**src/rtl/ft232h_sync245_emu_if.sv**
```systemverilog
// ft232h_sync245_emu_if
// Bundles the FT232H synchronous-245 bus pins and the host-side byte streams
// of the FT232H emulator. "master" is the bridge/host side that drives the
// strobes and stream inputs; "slave" is the emulated chip.
interface ft232h_sync245_emu_if;
    // FT232H bus
    logic [7:0] usb_data_i;
    logic [7:0] usb_data_o;
    logic       usb_data_oe;
    logic       usb_rxf_n;
    logic       usb_txe_n;
    logic       usb_rd_n;
    logic       usb_oe_n;
    logic       usb_wr_n;
    // host -> device stream (bytes the bridge will read)
    logic [7:0] h2d_data;
    logic       h2d_valid;
    logic       h2d_ready;
    // device -> host stream (bytes the bridge has written)
    logic [7:0] d2h_data;
    logic       d2h_valid;
    logic       d2h_ready;
    // sticky bus-violation flag
    logic       protocol_err;

    modport master (
        output usb_data_i, usb_rd_n, usb_oe_n, usb_wr_n,
        output h2d_data, h2d_valid, d2h_ready,
        input  usb_data_o, usb_data_oe, usb_rxf_n, usb_txe_n,
        input  h2d_ready, d2h_data, d2h_valid, protocol_err
    );

    modport slave (
        input  usb_data_i, usb_rd_n, usb_oe_n, usb_wr_n,
        input  h2d_data, h2d_valid, d2h_ready,
        output usb_data_o, usb_data_oe, usb_rxf_n, usb_txe_n,
        output h2d_ready, d2h_data, d2h_valid, protocol_err
    );
endinterface

```
**src/rtl/ft232h_sync245_emu.sv**
```systemverilog
// ft232h_sync245_emu
// Device-side emulation of the FT232H synchronous 245 FIFO bus. An RX buffer
// holds host bytes for the bridge to read (show-ahead on usb_data_o), a TX
// buffer captures bridge writes for the host. Reads are throttled into
// bursts of BURST_LEN bytes separated by GAP_CYCLES of forced rxf_n high.
// Optional macro FT232H_EMU_ERRCHK_EN adds a sticky bus-protocol checker;
// without it protocol_err is tied low.
module ft232h_sync245_emu #(
    parameter int RX_AW      = 4,
    parameter int TX_AW      = 4,
    parameter int BURST_LEN  = 8,
    parameter int GAP_CYCLES = 3
) (
    input logic                    clk,
    input logic                    reset,
    ft232h_sync245_emu_if.slave    bus
);

    localparam int RX_DEPTH = 1 << RX_AW;
    localparam int TX_DEPTH = 1 << TX_AW;
    localparam logic [RX_AW:0] RX_FULL   = (RX_AW+1)'(RX_DEPTH);
    localparam logic [TX_AW:0] TX_FULL   = (TX_AW+1)'(TX_DEPTH);
    localparam logic [15:0]    BURST_TGT = 16'(BURST_LEN);
    localparam logic [7:0]     GAP_INIT  = 8'(GAP_CYCLES);
    localparam bit             BURST_EN  = (BURST_LEN != 0);

    // storage (not reset: pointers/counts define validity)
    logic [7:0] rx_mem_q [RX_DEPTH];
    logic [7:0] tx_mem_q [TX_DEPTH];

    logic [RX_AW-1:0] rx_wptr_q, rx_wptr_d, rx_rptr_q, rx_rptr_d;
    logic [RX_AW:0]   rx_cnt_q,  rx_cnt_d;
    logic [TX_AW-1:0] tx_wptr_q, tx_wptr_d, tx_rptr_q, tx_rptr_d;
    logic [TX_AW:0]   tx_cnt_q,  tx_cnt_d;
    logic [15:0]      burst_q,   burst_d;
    logic [7:0]       gap_q,     gap_d;
    logic             rxf_n_q,   rxf_n_d;
    logic             txe_n_q,   txe_n_d;

    logic rx_push_s, rx_pop_s, tx_push_s, tx_pop_s;
    logic h2d_ready_s, d2h_valid_s;

    // Handshake qualifiers; h2d_ready and usb_data_oe are held low during reset.
    assign h2d_ready_s = ~reset & (rx_cnt_q != RX_FULL);
    assign d2h_valid_s = (tx_cnt_q != '0);
    assign rx_push_s   = bus.h2d_valid & h2d_ready_s;
    assign rx_pop_s    = ~bus.usb_rd_n & ~bus.usb_oe_n & ~rxf_n_q;
    assign tx_push_s   = ~bus.usb_wr_n & ~txe_n_q;
    assign tx_pop_s    = d2h_valid_s & bus.d2h_ready;

    assign bus.h2d_ready   = h2d_ready_s;
    assign bus.usb_data_oe = ~reset & ~bus.usb_oe_n;
    assign bus.usb_data_o  = (rx_cnt_q != '0) ? rx_mem_q[rx_rptr_q] : 8'h00;
    assign bus.usb_rxf_n   = rxf_n_q;
    assign bus.usb_txe_n   = txe_n_q;
    assign bus.d2h_valid   = d2h_valid_s;
    assign bus.d2h_data    = d2h_valid_s ? tx_mem_q[tx_rptr_q] : 8'h00;

    // RX next state: pointers, occupancy, burst/gap throttle and rxf_n.
    always_comb begin
        rx_wptr_d = rx_wptr_q;
        rx_rptr_d = rx_rptr_q;
        rx_cnt_d  = rx_cnt_q;
        burst_d   = burst_q;
        gap_d     = gap_q;

        if (rx_push_s) begin
            rx_wptr_d = rx_wptr_q + RX_AW'(1);
        end else begin
            rx_wptr_d = rx_wptr_q;
        end

        if (rx_pop_s) begin
            rx_rptr_d = rx_rptr_q + RX_AW'(1);
        end else begin
            rx_rptr_d = rx_rptr_q;
        end

        case ({rx_push_s, rx_pop_s})
            2'b10:   rx_cnt_d = rx_cnt_q + (RX_AW+1)'(1);
            2'b01:   rx_cnt_d = rx_cnt_q - (RX_AW+1)'(1);
            default: rx_cnt_d = rx_cnt_q;
        endcase

        // A running gap counts down and clears the burst count as it expires;
        // otherwise each pop advances the burst and may start a gap.
        if (gap_q != 8'd0) begin
            gap_d = gap_q - 8'd1;
            if (gap_q == 8'd1) begin
                burst_d = 16'd0;
            end else begin
                burst_d = burst_q;
            end
        end else if (rx_pop_s) begin
            burst_d = burst_q + 16'd1;
            if (BURST_EN && (burst_q + 16'd1 == BURST_TGT)) begin
                gap_d = GAP_INIT;
            end else begin
                gap_d = gap_q;
            end
        end else begin
            burst_d = burst_q;
            gap_d   = gap_q;
        end

        // Draining the buffer restarts the burst.
        if (rx_cnt_d == '0) begin
            burst_d = 16'd0;
        end else begin
            burst_d = burst_d;
        end

        rxf_n_d = (rx_cnt_d == '0) | (gap_d != 8'd0);
    end

    // TX next state: pointers, occupancy and txe_n.
    always_comb begin
        tx_wptr_d = tx_wptr_q;
        tx_rptr_d = tx_rptr_q;
        tx_cnt_d  = tx_cnt_q;

        if (tx_push_s) begin
            tx_wptr_d = tx_wptr_q + TX_AW'(1);
        end else begin
            tx_wptr_d = tx_wptr_q;
        end

        if (tx_pop_s) begin
            tx_rptr_d = tx_rptr_q + TX_AW'(1);
        end else begin
            tx_rptr_d = tx_rptr_q;
        end

        case ({tx_push_s, tx_pop_s})
            2'b10:   tx_cnt_d = tx_cnt_q + (TX_AW+1)'(1);
            2'b01:   tx_cnt_d = tx_cnt_q - (TX_AW+1)'(1);
            default: tx_cnt_d = tx_cnt_q;
        endcase

        txe_n_d = (tx_cnt_d == TX_FULL);
    end

    // State registers with synchronous reset; reset discards buffered bytes.
    always_ff @(posedge clk) begin
        if (reset) begin
            rx_wptr_q <= '0;
            rx_rptr_q <= '0;
            rx_cnt_q  <= '0;
            tx_wptr_q <= '0;
            tx_rptr_q <= '0;
            tx_cnt_q  <= '0;
            burst_q   <= 16'd0;
            gap_q     <= 8'd0;
            rxf_n_q   <= 1'b1;
            txe_n_q   <= 1'b1;
        end else begin
            rx_wptr_q <= rx_wptr_d;
            rx_rptr_q <= rx_rptr_d;
            rx_cnt_q  <= rx_cnt_d;
            tx_wptr_q <= tx_wptr_d;
            tx_rptr_q <= tx_rptr_d;
            tx_cnt_q  <= tx_cnt_d;
            burst_q   <= burst_d;
            gap_q     <= gap_d;
            rxf_n_q   <= rxf_n_d;
            txe_n_q   <= txe_n_d;
        end
    end

    // Buffer storage writes.
    always_ff @(posedge clk) begin
        if (rx_push_s) begin
            rx_mem_q[rx_wptr_q] <= bus.h2d_data;
        end
        if (tx_push_s) begin
            tx_mem_q[tx_wptr_q] <= bus.usb_data_i;
        end
    end

`ifdef FT232H_EMU_ERRCHK_EN
    logic err_q, err_d;
    logic oe_n_prev_q;

    // Sticky violation detect: strobes against flags and OE leading RD.
    always_comb begin
        err_d = err_q
              | (~bus.usb_rd_n &  bus.usb_oe_n)
              | (~bus.usb_rd_n &  rxf_n_q)
              | (~bus.usb_wr_n &  txe_n_q)
              | (~bus.usb_wr_n & ~bus.usb_oe_n)
              | (~bus.usb_rd_n &  oe_n_prev_q);
    end

    // Checker registers; previous-cycle OE defaults to deasserted.
    always_ff @(posedge clk) begin
        if (reset) begin
            err_q       <= 1'b0;
            oe_n_prev_q <= 1'b1;
        end else begin
            err_q       <= err_d;
            oe_n_prev_q <= bus.usb_oe_n;
        end
    end

    assign bus.protocol_err = err_q;
`else
    assign bus.protocol_err = 1'b0;
`endif

endmodule

```
**src/flat_wrapper.sv**
```systemverilog
// flat-port wrapper written by rule: the top's interface ports become plain ports
module ft232h_sync245_emu_flat 
#(
    parameter int RX_AW      = 4,
    parameter int TX_AW      = 4,
    parameter int BURST_LEN  = 8,
    parameter int GAP_CYCLES = 3
)
  (clk, reset, bus_usb_data_i, bus_usb_rd_n, bus_usb_oe_n, bus_usb_wr_n, bus_h2d_data, bus_h2d_valid, bus_d2h_ready, bus_usb_data_o, bus_usb_data_oe, bus_usb_rxf_n, bus_usb_txe_n, bus_h2d_ready, bus_d2h_data, bus_d2h_valid, bus_protocol_err);
  ft232h_sync245_emu_if bus_i ();
  input logic clk;
  input logic reset;
  input wire logic [$bits(bus_i.usb_data_i)-1:0] bus_usb_data_i;
  input wire logic [$bits(bus_i.usb_rd_n)-1:0] bus_usb_rd_n;
  input wire logic [$bits(bus_i.usb_oe_n)-1:0] bus_usb_oe_n;
  input wire logic [$bits(bus_i.usb_wr_n)-1:0] bus_usb_wr_n;
  input wire logic [$bits(bus_i.h2d_data)-1:0] bus_h2d_data;
  input wire logic [$bits(bus_i.h2d_valid)-1:0] bus_h2d_valid;
  input wire logic [$bits(bus_i.d2h_ready)-1:0] bus_d2h_ready;
  output wire logic [$bits(bus_i.usb_data_o)-1:0] bus_usb_data_o;
  output wire logic [$bits(bus_i.usb_data_oe)-1:0] bus_usb_data_oe;
  output wire logic [$bits(bus_i.usb_rxf_n)-1:0] bus_usb_rxf_n;
  output wire logic [$bits(bus_i.usb_txe_n)-1:0] bus_usb_txe_n;
  output wire logic [$bits(bus_i.h2d_ready)-1:0] bus_h2d_ready;
  output wire logic [$bits(bus_i.d2h_data)-1:0] bus_d2h_data;
  output wire logic [$bits(bus_i.d2h_valid)-1:0] bus_d2h_valid;
  output wire logic [$bits(bus_i.protocol_err)-1:0] bus_protocol_err;
  assign bus_i.usb_data_i = bus_usb_data_i;
  assign bus_i.usb_rd_n = bus_usb_rd_n;
  assign bus_i.usb_oe_n = bus_usb_oe_n;
  assign bus_i.usb_wr_n = bus_usb_wr_n;
  assign bus_i.h2d_data = bus_h2d_data;
  assign bus_i.h2d_valid = bus_h2d_valid;
  assign bus_i.d2h_ready = bus_d2h_ready;
  assign bus_usb_data_o = bus_i.usb_data_o;
  assign bus_usb_data_oe = bus_i.usb_data_oe;
  assign bus_usb_rxf_n = bus_i.usb_rxf_n;
  assign bus_usb_txe_n = bus_i.usb_txe_n;
  assign bus_h2d_ready = bus_i.h2d_ready;
  assign bus_d2h_data = bus_i.d2h_data;
  assign bus_d2h_valid = bus_i.d2h_valid;
  assign bus_protocol_err = bus_i.protocol_err;
  ft232h_sync245_emu #(.RX_AW(RX_AW), .TX_AW(TX_AW), .BURST_LEN(BURST_LEN), .GAP_CYCLES(GAP_CYCLES)) u_core (.clk(clk), .reset(reset), .bus(bus_i));
endmodule
```
**config.mk**
```make
export PLATFORM = sky130hd
export DESIGN_NAME = ft232h_sync245_emu_flat
export DESIGN_NICKNAME = d
export VERILOG_FILES = /design/src/rtl/ft232h_sync245_emu_if.sv /design/src/rtl/ft232h_sync245_emu.sv /design/src/flat_wrapper.sv
export SDC_FILE = /design/constraint.sdc
export NUM_CORES = 1
export LEC_CHECK = 0
export BUFFER_PORTS_ARGS = -buffer_cell sky130_fd_sc_hd__buf_2
export CORE_ASPECT_RATIO = 2
export CORE_UTILIZATION = 30
export CTS_BUF_LIST = sky130_fd_sc_hd__clkbuf_8
export CTS_CLUSTER_SIZE = 12
export DETAILED_ROUTE_END_ITERATION = 10
export HOLD_SLACK_MARGIN = 0.03
export SYNTH_ARGS = -nofsm -noshare
export SYNTH_HDL_FRONTEND = slang
export SYNTH_SLANG_ARGS = --single-unit
export TNS_END_PERCENT = 5
```
**constraint.sdc**
```tcl
create_clock -name clk -period 4.5 [get_ports clk]
set_clock_uncertainty 0.2 [all_clocks]
set_input_delay 0.675 -clock clk [delete_from_list [all_inputs] [get_ports clk]]
set_output_delay 0.675 -clock clk [all_outputs]
set_load 0.02 [all_outputs]
```
==> impl_metrics.py <==
metrics = {
    "outcome": {
        "status": "finished clean",
    },
    "critical_path": {
        "setup.worst_path.class": "flop to primary output",
        "worstPathMaxFanout": 32,
        "startpoint_type": "flop",
        "critPathSlowestCell": "mux4_2",
        "crit_arrival_ps": 2850,
        "endpoint_kind": "primary output",
        "cp.required_ps": 3620,
        "crit_chain": "buf_4 > mux4_2 > mux4_2 > nor2b_1 > buf_2",
        "critPathMaxStageDelay_ps": 630,
        "cp_common_cell": "mux4_2",
    },
    "sta": {
        "clock.fmax_mhz": 268,
        "timing.final.max_slew_violations": 0,
        "rsz0062_at_grt": "false",
        "finalSetupTns_ps": 0,
        "hold_ws_ps": 266,
        "slew_headroom_pct": 30.0,
        "finalSetupViolCount": 0,
        "hold_viol_final": 0,
        "post-route-min-period_ps": 3730,
        "fin_crit_sh_pct": 82.8,
        "max_slew.worst_pin.slew_ps": 1050,
    },
    "yosys": {
        "synth_top_area_cell": "edfxtp_1",
        "yosysSeqAreaShare_pct": 67.1,
        "synth.net_count": 855,
        "syn_area_um2": 13300,
        "synth-edff-count": 256,
        "async_reset_ff_share_pct": 0,
        "syn_area_per_cell_um2": 16.4,
        "synth_top_flop_cell": "edfxtp_1",
        "synthCells": 809,
        "synth_seq_cells": 316,
        "ys_types": 65,
        "synth_top_area_share_pct": 58.0,
        "ys_warn_count": 0,
        "synthTopCellsByArea": "edfxtp_1 58%, mux4_2 14%, dfxtp_1 9.1%",
    },
    "placement": {
        "hpwl_mm": 19.2,
        "dpl_cell_area_um2": 14000,
        "gp_congestion": 0.790,
        "io_buffers": 43,
    },
    "layout": {
        "synthToLayoutAreaGrowth_pct": 12.5,
        "nFillCells": 4165,
        "layout.nets": 912,
        "multi_input_area_um2": 4090,
        "drive_above_1_share_pct": 23.8,
        "fin_util_pct": 34.3,
        "seq_area_um2": 8890,
        "layout_commonest_cell": "edfxtp_1",
        "layout_common_cells": "256 x edfxtp_1, 80 x mux4_2, 77 x nor2_1",
        "stdcell_area_um2": 14900,
    },
    "power_and_ir_drop": {
        "seq_power_share_pct": 49.0,
        "p_sw_mw": 1.93,
        "max-vdd-ir-drop_mv": 0.189,
        "swShare_pct": 28.3,
        "clkPwrFrac_pct": 32.7,
        "combPwrFrac_pct": 18.3,
        "p_int_mw": 4.88,
        "p_total_mw": 6.81,
        "leakage_nw": 4.81,
        "pwr_density_cell_nw_per_um2": 457,
    },
    "route": {
        "ant_nets": 0,
        "dr.first_iter.drc_count": 266,
        "drt_wl_total_mm": 27.6,
        "drcViolationCount": 0,
        "first_pass_iters": 5,
        "wl_per_cell_um": 19.0,
        "viasPerCell": 4.79,
        "num_vias": 6949,
    },
    "clocking": {
        "post_cts_resized": 0,
        "holdBufCountCts": 0,
        "htree_levels": 2,
        "cts_setup_buffers": 0,
        "clk_latency_ps": 590,
        "clkTransAtPathRegs_ps": 70,
        "cts_max_path_buffers": 3,
        "cts-root-buf": "clkbuf_8",
        "cts_tree": "done",
        "cts_made_buffers": 43,
        "clock_sinks": 316,
    },
    "floorplanning": {
        "coreArea_um2": 43500,
        "die_w_um": 151,
        "start_util_pct": 30.5,
        "fp-row-count": 108,
        "die_h_um": 299,
        "dieArea_um2": 45100,
        "ios": 45,
    },
    "grt": {
        "grt_util_all_layers_pct": 12.8,
        "grt_max_degree": 41,
        "grt_pass1_wl_mm": 42.7,
        "antenna_found_initial": 3,
        "grt_pass1_vias": 7395,
        "gr-total-overflow": 0,
    },
    "hold_path": {
        "timing.hold.worst.class": "input port to flop",
    },
    "flow_run": {
        "drv_cap": 0,
    },
}
-- critical path: cells and delay by family (launching register included) --
| kind | cells | cell delay [ps] |
|---|---|---|
| multiplexers | 2 | 1100 |
| buffers and inverters | 2 | 680 |
| flip-flops | 1 | 310 |
| AND/OR/NAND/NOR | 1 | 150 |
-- cell type report --
cell class | count | share of cell area [%]
tap | 550 | 4.62
sequential | 316 | 59.6
clock inverter | 34 | 1.71
multi-input combinational | 439 | 27.5
clock buffer | 45 | 4.15
antenna | 1 | 0.0168
timing repair buffer | 55 | 2.13
inverter | 11 | 0.277
-- logic make-up after synthesis --
kind of cell	Yosys count	synth area share [%]
xor gates and xnor gates	30	1.98
and+or+nand+nor	227	9.00
other	1	0.0283
AOI/OAI and AO/OA	70	3.43
DFF	316	67.1
buffers and inverters	54	2.02
adders and majority gates	23	2.23
muxes	88	14.2
-- sequential cells by signal (all words and copies together), names as in the netlist, named ones only --
register	cells
u_core.tx_mem_q	128
u_core.bus.usb_txe_n	1
u_core.tx_cnt_q	5
u_core.rx_rptr_q	4
u_core.burst_q	16
u_core.rx_cnt_q	5
u_core.rx_wptr_q	4
u_core.tx_rptr_q	4
u_core.rx_mem_q	128
u_core.gap_q	8
u_core.bus.usb_rxf_n	1
u_core.tx_wptr_q	4
-- synth_stat cells, types with 3 or more instances --
| master | instances |
|---|---|
| a21o_1 | 3 |
| a21oi_1 | 23 |
| a311oi_1 | 3 |
| a31oi_1 | 3 |
| and2_1 | 18 |
| and3_1 | 4 |
| buf_1 | 12 |
| buf_2 | 3 |
| buf_4 | 10 |
| buf_6 | 3 |
| clkbuf_1 | 14 |
| dfxtp_1 | 60 |
| edfxtp_1 | 256 |
| ha_1 | 22 |
| inv_1 | 11 |
| mux2i_1 | 7 |
| mux4_2 | 80 |
| nand2_1 | 31 |
| nand2b_1 | 5 |
| nand3_1 | 13 |
| nand4_1 | 12 |
| nor2_1 | 77 |
| nor2b_1 | 20 |
| nor3_1 | 14 |
| nor3_2 | 3 |
| nor4_1 | 3 |
| nor4b_1 | 3 |
| o21ai_0 | 17 |
| o31ai_1 | 4 |
| or3_1 | 6 |
| xnor2_1 | 12 |
| xor2_1 | 18 |
-- routing by layer --
metal  track usage (%)  vias up  share of wire (%)
met5                 0        -                  0
met4              5.12        0                2.5
met3              1.81       47                2.6
met2              26.2      124                 61
met1              12.2     3509                 34
li1                  -     3269                  -
-- final timing paths --
path	slack [ps]	end	startpoint	depth (start not counted)
hold / removal	270	u_core.rx_mem_q[4][2]$_DFFE_PP_	bus_h2d_data[2]	1
hold reg to reg	320	u_core.tx_cnt_q[2]$_SDFF_PP0_	u_core.tx_cnt_q[2]$_SDFF_PP0_	2
setup / recovery	770	bus_d2h_data[7]	flop	5
setup reg to reg	800	u_core.burst_q[14]$_SDFFE_PP0P_	u_core.rx_cnt_q[1]$_SDFF_PP0_	13
-- metrics by stage --
stage               worst slack, ps  cells
floorplan                       640    809
global placement                739   1371
detailed placement              626   1371
CTS                             666   1450
global route                    527   1451
finish                          773   1451
-- power groups by stage --
stage / Clock (mW) / Sequential, mW / Combinational (mW)
CTS: 2.29 / 3.34 / 1.28
finish: 2.23 / 3.34 / 1.25
detailed placement: 0 / 3.40 / 1.27
global route: 2.39 / 3.35 / 1.39
global placement: 0 / 3.40 / 1.24
floorplan: 0 / 3.38 / 0.923
No activity file was read; power rests on OpenSTA's default activity.
